==> src/rtl/div32_seq.sv <==
// Iterative restoring divider, one quotient bit per clock.
// Implements RISC-V DIV/DIVU/REM/REMU results, including the
// divide-by-zero and signed-overflow special cases, which bypass
// the iteration and complete on the next clock.
module div32_seq #(
  parameter int WIDTH = 32
) (
  input  logic             clk,
  input  logic             n_rst,
  input  logic             start,
  input  logic             is_signed,
  input  logic [WIDTH-1:0] dividend,
  input  logic [WIDTH-1:0] divisor,
  output logic             busy,
  output logic             done,
  output logic [WIDTH-1:0] quotient,
  output logic [WIDTH-1:0] remainder,
  output logic             div_by_zero
);

  localparam int               CW      = $clog2(WIDTH + 1);
  localparam logic [WIDTH-1:0] MIN_NEG = {1'b1, {(WIDTH-1){1'b0}}};

  typedef enum logic [1:0] {IDLE, CALC, FINISH} state_e;

  state_e           state_q;
  logic [CW-1:0]    cnt_q;
  logic [WIDTH-1:0] rem_q;       // partial remainder (magnitude)
  logic [WIDTH-1:0] quo_q;       // dividend shifts out, quotient shifts in
  logic [WIDTH-1:0] dvs_q;       // divisor magnitude
  logic [WIDTH-1:0] dvd_q;       // raw dividend, returned on divide-by-zero
  logic             neg_quo_q;
  logic             neg_rem_q;
  logic             dbz_q;
  logic             ovf_q;
  logic             busy_q;
  logic             done_q;
  logic             div_by_zero_q;
  logic [WIDTH-1:0] quotient_q;
  logic [WIDTH-1:0] remainder_q;

  logic             accept;
  logic [WIDTH-1:0] dvd_mag_d;
  logic [WIDTH-1:0] dvs_mag_d;
  logic             is_zero_d;
  logic             is_ovf_d;
  logic [WIDTH:0]   shifted;
  logic [WIDTH+1:0] trial;
  logic             carry;
  logic [WIDTH-1:0] rem_d;
  logic [WIDTH-1:0] quo_d;
  logic [WIDTH-1:0] quotient_d;
  logic [WIDTH-1:0] remainder_d;
  logic             unused_trial_msb;

  // Request acceptance and operand preparation (magnitudes, special cases).
  always_comb begin
    // NOTE: every signal gets a value on every path through always_comb,
    // otherwise synthesis infers a latch to hold the old value.
    accept    = start && !busy_q && (state_q == IDLE || state_q == FINISH);
    dvd_mag_d = (is_signed && dividend[WIDTH-1]) ? (~dividend + WIDTH'(1)) : dividend;
    dvs_mag_d = (is_signed && divisor[WIDTH-1])  ? (~divisor + WIDTH'(1))  : divisor;
    is_zero_d = (divisor == '0);
    is_ovf_d  = is_signed && (dividend == MIN_NEG) && (divisor == '1);
  end

  // One restoring step: shift, trial subtract via add-with-carry, keep or restore.
  always_comb begin
    shifted = {rem_q, quo_q[WIDTH-1]};
    trial   = {1'b0, shifted} + {1'b0, ~{1'b0, dvs_q}} + (WIDTH+2)'(1);
    carry   = trial[WIDTH+1];
    rem_d   = carry ? trial[WIDTH-1:0] : shifted[WIDTH-1:0];
    quo_d   = {quo_q[WIDTH-2:0], carry};
  end

  // A successful trial always leaves a remainder below the divisor, so bit WIDTH is zero.
  assign unused_trial_msb = trial[WIDTH];

  // Final result selection: special cases first, then sign fix-up of magnitudes.
  always_comb begin
    if (dbz_q) begin
      quotient_d  = '1;
      remainder_d = dvd_q;
    end else if (ovf_q) begin
      quotient_d  = MIN_NEG;
      remainder_d = '0;
    end else begin
      quotient_d  = neg_quo_q ? (~quo_q + WIDTH'(1)) : quo_q;
      remainder_d = neg_rem_q ? (~rem_q + WIDTH'(1)) : rem_q;
    end
  end

  // Control FSM with registered outputs and the iteration datapath.
  always_ff @(posedge clk) begin
    if (!n_rst) begin
      // NOTE: the datapath registers are reset as well because the result
      // outputs must read zero after reset; this is a handful of flops, not a memory.
      state_q       <= IDLE;
      cnt_q         <= '0;
      rem_q         <= '0;
      quo_q         <= '0;
      dvs_q         <= '0;
      dvd_q         <= '0;
      neg_quo_q     <= 1'b0;
      neg_rem_q     <= 1'b0;
      dbz_q         <= 1'b0;
      ovf_q         <= 1'b0;
      busy_q        <= 1'b0;
      done_q        <= 1'b0;
      div_by_zero_q <= 1'b0;
      quotient_q    <= '0;
      remainder_q   <= '0;
    end else begin
      // NOTE: non-blocking assignments so every register samples the
      // pre-edge values; blocking here would chain updates within one edge.
      done_q <= 1'b0;
      case (state_q)
        CALC: begin
          busy_q <= 1'b1;
          rem_q  <= rem_d;
          quo_q  <= quo_d;
          cnt_q  <= cnt_q - CW'(1);
          if (cnt_q == CW'(1)) state_q <= FINISH;
        end
        FINISH: begin
          busy_q        <= 1'b0;
          done_q        <= 1'b1;
          quotient_q    <= quotient_d;
          remainder_q   <= remainder_d;
          div_by_zero_q <= dbz_q;
          state_q       <= IDLE;
        end
        default: ;
      endcase
      // A new request overrides the FINISH -> IDLE transition for back-to-back use.
      if (accept) begin
        rem_q     <= '0;
        quo_q     <= dvd_mag_d;
        dvs_q     <= dvs_mag_d;
        dvd_q     <= dividend;
        neg_quo_q <= is_signed && (dividend[WIDTH-1] ^ divisor[WIDTH-1]);
        neg_rem_q <= is_signed && dividend[WIDTH-1];
        dbz_q     <= is_zero_d;
        ovf_q     <= is_ovf_d;
        cnt_q     <= CW'(WIDTH);
        state_q   <= (is_zero_d || is_ovf_d) ? FINISH : CALC;
      end
    end
  end

  assign busy        = busy_q;
  assign done        = done_q;
  assign quotient    = quotient_q;
  assign remainder   = remainder_q;
  assign div_by_zero = div_by_zero_q;

endmodule
==> config.mk <==
export PLATFORM = sky130hd
export DESIGN_NAME = div32_seq
export DESIGN_NICKNAME = d
export VERILOG_FILES = /design/src/rtl/div32_seq.sv
export SDC_FILE = /design/constraint.sdc
export NUM_CORES = 1
export LEC_CHECK = 0
export ABC_CLOCK_PERIOD_IN_PS = 4300
export CAP_MARGIN = 20
export CELL_PAD_IN_SITES_DETAIL_PLACEMENT = 2
export CELL_PAD_IN_SITES_GLOBAL_PLACEMENT = 2
export CORE_ASPECT_RATIO = 0.9
export CORE_MARGIN = 2
export CORE_UTILIZATION = 37
export CTS_CLUSTER_DIAMETER = 40
export CTS_CLUSTER_SIZE = 40
export DETAILED_ROUTE_END_ITERATION = 16
export PLACE_DENSITY = 0.94
export SYNTH_ARGS = -nofsm -noshare
export SYNTH_HDL_FRONTEND = slang
export SYNTH_SLANG_ARGS = --single-unit
==> constraint.sdc <==
create_clock -name clk -period 4.3 [get_ports clk]
set_input_delay 0.43 -clock clk [delete_from_list [all_inputs] [get_ports clk]]
set_output_delay 0.43 -clock clk [all_outputs]
set_load 0.005 [all_outputs]
; Word-level counts from Yosys, hierarchy flattened
; Cells that the tools add are included.
[totals]
elab_cells = 72
latchBits = 0
n_memories = 0
romBits = 0
ram_bits = 0
regBits = 207
in_bits = 68
output_inout_bits = 67
[classes]
bitwise_logic = 7
shift = 0
add_sub_neg = 7
div = 0
reduce_logical = 17
n_lt_le_gt_ge = 0
multipliers = 0
n_eq_ne = 6
n_mux = 19
[op_table]
columns = operator, n
row1 = 32-bit 2-to-1 mux, 11
row2 = 32-bit by 1-bit adder with 32-bit output (second input constant), 4
row3 = 32-bit NOT, 4
row4 = 32-bit == test (second input constant), 2
row5 = 33-bit by 33-bit adder with 34-bit output, 1
row6 = 34-bit by 1-bit adder with 34-bit output (second input constant), 1
row7 = 32-bit NOT with 33-bit output, 1
row8 = 32-bit logical NOT, 1
row9 = 6-bit 2-to-1 mux, 2
row10 = 1-bit logical AND, 7
row11 = 6-bit by 1-bit == test with 1-bit output (second input constant), 1
row12 = 2-bit 2-to-1 mux, 3
row13 = 6-bit by 1-bit subtractor with 6-bit output (second input constant), 1
row14 = 2-bit case mux with 2 select lines, 1
row15 = 2-bit nonzero test, 2
row16 = 3-bit != test (second input constant), 1
row17 = 3-bit nonzero test, 1
row18 = 2-bit by 1-bit == test with 1-bit output (second input constant), 1
row19 = 2-bit == test (second input constant), 1
row20 = 2-bit logical NOT, 1
row21 = 1-bit logical OR, 2
row22 = 1-bit case mux with 2 select lines, 1
row23 = 2-bit AND reduction, 1
row24 = 2-bit OR reduction, 1
row25 = 4 further kinds, 4

; Logic depth before layout (Yosys ltp)
[logic_depth]
depth_word = 6
mapped_depth = 13
ltp_nobuf = 12

; Worst setup path after synthesis
; OpenSTA, ideal clock, no wires.
[synth_path]
path_type = reg2reg
from = reg rem_q[7]
to = reg remainder_q[25], in the netlist remainder[25]
slack_ns = 1.502
path_buffers = 1
path_stages_with_launch = 10
required_ns = 4.167
synth_period_minus_slack_ns = 2.798
setup_ns = 0.133
arrival_time_ns = 2.666
path_cell_list = dfxtp_1 or4_4 or4_4 or3_4 or2_1 buf_6 o31a_1 xor2_1 a22oi_1 a21oi_1
[synth_via]
elab_chain_cells = 5
[synth_rtl]
columns = element, line_no
row1 = "start, declared", 28  ; logic [WIDTH-1:0] rem_q;
row2 = "start signal, assigned", 120  ; rem_q <= rem_d;
row3 = 32-bit NOT, 89  ; remainder_d = neg_rem_q ? (~rem_q + WIDTH'(1)) : rem_q;
row4 = 32-bit by 1-bit adder with 32-bit output, 89
row5 = 32-bit 2-to-1 mux, 89
row6 = 32-bit 2-to-1 mux, 84  ; end else if (ovf_q) begin
row7 = 32-bit 2-to-1 mux, 81  ; if (dbz_q) begin
row8 = "end signal, assigned", 129  ; remainder_q <= remainder_d;
row9 = "end, declared", 40  ; logic [WIDTH-1:0] remainder_q;
; No other way between the ends.
; A chain may end at the register's enable or synchronous reset.

; Worst setup path in the final report
[layout_path]
from = reg rem_q[0]
to = reg rem_q[23]
[layout_via]
elab_chain_cells = 3
[layout_rtl]
columns = element, line_no
row1 = 33-bit by 33-bit adder with 34-bit output, 70  ; trial = {1'b0, shifted} + {1'b0, ~{1'b0, dvs_q}} + (WIDTH+2)'(1);
row2 = 34-bit by 1-bit adder with 34-bit output, 70
row3 = 32-bit 2-to-1 mux, 72  ; rem_d = carry ? trial[WIDTH-1:0] : shifted[WIDTH-1:0];
; No other way between the ends.

==> qor.csv <==
stage;metric;value;unit
status;status;complete, no violations;
cells_and_area;area delta synth->final;24.8;%
setup_path;Worst path max stage delay;0.68;ns
clock_tree;Root Driver;clkbuf_16;
place;HPWL after detailed placement;39700;um
yosys;Syn Inst Count;1609;
place;Port Buffers;134;
floorplan;Core Footprint;0.0340;mm2
cells_and_area;share of cells above drive strength 1;6.71;%
yosys;Mean Syn Cell Area;7.94;um2
hold_path;HP Class;in2reg;
clock_tree;CTS max path bufs;3;
timing;worst slew pin tran;1.16;ns
place;GPL Wtd Cong;0.870;
route;post-route ant nets;0;
cells_and_area;most frequent cells in the layout;nand2_1 (247), dfxtp_1 (207), clkdlybuf4s50_1 (133);
yosys;Most used DFF post-synth;dfxtp_1;
clock_tree;Inserted Clock Buffers;39;
timing;skew final;0.0300;ns
setup_path;slowest library cell on the worst path;a21oi_1;
power_and_ir_drop;Power Density;889;mW/mm2
yosys;ys async rst share;0;%
timing;Tmin final;4.06;ns
route;DRT Wirelength;73200;um
yosys;Synth Warn #;0;
timing;fmax;0.246;GHz
clock_tree;hold_buf cts;0;
timing;Rel. slew slack;22.7;%
global_route;first-pass GRT wire length;104000;um
yosys;Post-synth EDFFs;0;
timing;Slew Limit Fails;0;
setup_path;Critical Path RT;4.79;ns
timing;setup violators final;0;
clock_tree;CTS tree;done;
yosys;sequential cell area fraction in the yosys report;32.5;%
yosys;register bit total from synthesis;207;
global_route;pin count of the biggest net entering global routing;101;
route;total number of vias;14900;
cells_and_area;fill cell count;3670;
setup_path;Startpoint Class;register;
floorplan;std cell rows;64;
power_and_ir_drop;P_leak;6.30;nW
setup_path;Crit path arrival time;4.55;ns
yosys;syn_nets;1720;
floorplan;chip width;200;um
setup_path;type of the worst setup path;reg2reg;
setup_path;Worst Reg2Reg Path Length in Cells;10;
setup_path;crit-path cells;ha_1, nor2b_1, o2111ai_1, a21oi_1, o211ai_1, a21boi_1, nor4_2, buf_4, or4_1, a31oi_1;
clock_tree;CTS sink count;207;
timing;Final TNS setup;0;ns
place;area post-placement;0.0145;mm2
clock_tree;Clk pin slew, worst setup/hold paths;0.07;ns
route;DR WL/cell;33.4;um
cells_and_area;Final nets;1812;
timing;hold_ws;0.367;ns
route;first drt pass iteration count;8;
floorplan;Die Ht;180;um
global_route;initial antenna violation count;0;
yosys;post-synthesis instance area;0.0128;mm2
run;Max-cap violations;0;
setup_path;Setup crit end kind;register;
route;DRC Markers;0;
clock_tree;Worst-Skew Late Latency;0.59;ns
cells_and_area;most common cell after layout, fill and taps aside;nand2_1;
power_and_ir_drop;maximum vdd drop;0.385;mV
timing;final hold violation count;0;
timing;period utilization;94.5;%
global_route;total grt overflow;0;
global_route;Overall Global Routing Usage;38.3;%
yosys;Yosys cell types;73;
route;1st-iter DRT viols;1674;
route;via density per instance;6.79;
cells_and_area;Final Cell Area;0.0159;mm2
floorplan;DIE AREA;0.0360;mm2
hold_path;WHS Path Cells;2;
floorplan;Starting Density;37.5;%
clock_tree;H-tree depth;2;
timing;unrepaired setup endpoints after global routing;no;
floorplan;I/O pin count;135;
setup_path;crit-path max FO;20;
global_route;number of global-route vias before repair;16100;
## per-layer routing
layer  track usage (%)  vias to the layer above  wire length, um
li1                  -                     5966                -
met1              44.5                     7369            26800
met2              64.2                     1082            34000
met3              7.04                      464             6190
met4              24.9                        0             6170
met5                 0                        -                0
## worst max-delay path, delay by kind of cell, from the launching register on
kind	cells	cell delay, ns
adders and majority gates	1	0.22
DFF	1	0.59
AOI/OAI and AO/OA	5	1.85
and+or+nand+nor	3	1.04
buffers and inverters	1	0.25
## power breakdown
group	internal, W	switching [W]	total (W)
Sequential	0.00248	0.000759	0.00324
Clock	0.00220	0.00130	0.00350
Combinational	0.00246	0.00496	0.00742
Total	0.00715	0.00702	0.0142
## cells by family after synthesis
kind of cell	share of synthesized area (%)
xor gates and xnor gates	9.74
AOI/OAI and AO/OA	26.8
DFF	32.5
muxes	2.61
and+or+nand+nor	18.7
buffers and inverters	5.38
adders and majority gates	4.27
## metrics by stage
stage                     util [%]  cells  power, W  setup WS (ns)
after floorplan                  -   1609   0.00700           1.50
after global placement        42.5   2118   0.00876          0.743
after detailed placement      42.5   2118   0.00934          0.411
after CTS                     46.6   2188    0.0135          0.304
after global routing          46.8   2192    0.0146          0.244
final                         46.8   2193    0.0142          0.237
## worst paths after layout
check / start / end / slack [ns]
worst max register to register: rem_q[0] / rem_q[23] / 0.24
worst max-delay path: rem_q[0] / rem_q[23] / 0.24
worst min-delay path: n_rst / dvd_q[10] / 0.37
worst min register to register: dvd_q[20] / dvd_q[20] / 0.47
## registers in the layout (all words and copies together) (netlist names)
register	cells
busy	1
cnt_q	6
dbz_q	1
div_by_zero	1
done	1
dvd_q	32
dvs_q	32
neg_quo_q	1
neg_rem_q	1
ovf_q	1
quo_q	32
quotient	32
rem_q	32
remainder	32
state_q	2
## area by class of cell
cell class	instances	area [um2]	share of cell area [%]
diodes	1	2.50	0.0157
clock buffers	44	1060	6.64
clock inverters	26	348	2.18
inverters	75	282	1.77
multi-input cells	1221	7980	50.1
flip-flops and latches	207	4140	26.0
well taps	462	578	3.63
repair buffers	157	1540	9.67
## synthesized netlist by cell type, types with 7 or more instances
cell	number	area share, %
o31ai_1	27	1.6
o211a_1	59	4.6
dfxtp_1	207	32
nand4_1	19	0.93
o211ai_1	9	0.53
o41ai_1	16	1.1
nor2_1	67	2.0
a21oi_1	87	3.4
a21o_1	9	0.53
a31oi_1	34	1.7
nand2_1	247	7.3
nand3_1	28	1.1
o21ai_0	119	4.7
nor3_1	15	0.59
xnor2_1	87	6.0
clkbuf_1	100	2.9
inv_1	75	2.2
o221ai_1	12	0.82
and3_1	9	0.44
nor2b_1	13	0.64
nand2b_1	7	0.34
nor3b_1	11	0.65
mux2i_1	31	2.4
or4_1	12	0.71
xor2_1	55	3.8
and2_1	20	0.98
ha_1	42	4.1
or3_1	17	0.83
o22ai_1	8	0.39
a22oi_1	20	1.2
a21boi_0	41	2.4
nor4_1	14	0.69
## timing repair
action,CTS,global route
setup endpoints to repair,0,5
setup buffers,0,0
gates resized for setup,0,1
(Power assumes the default switching activity.)
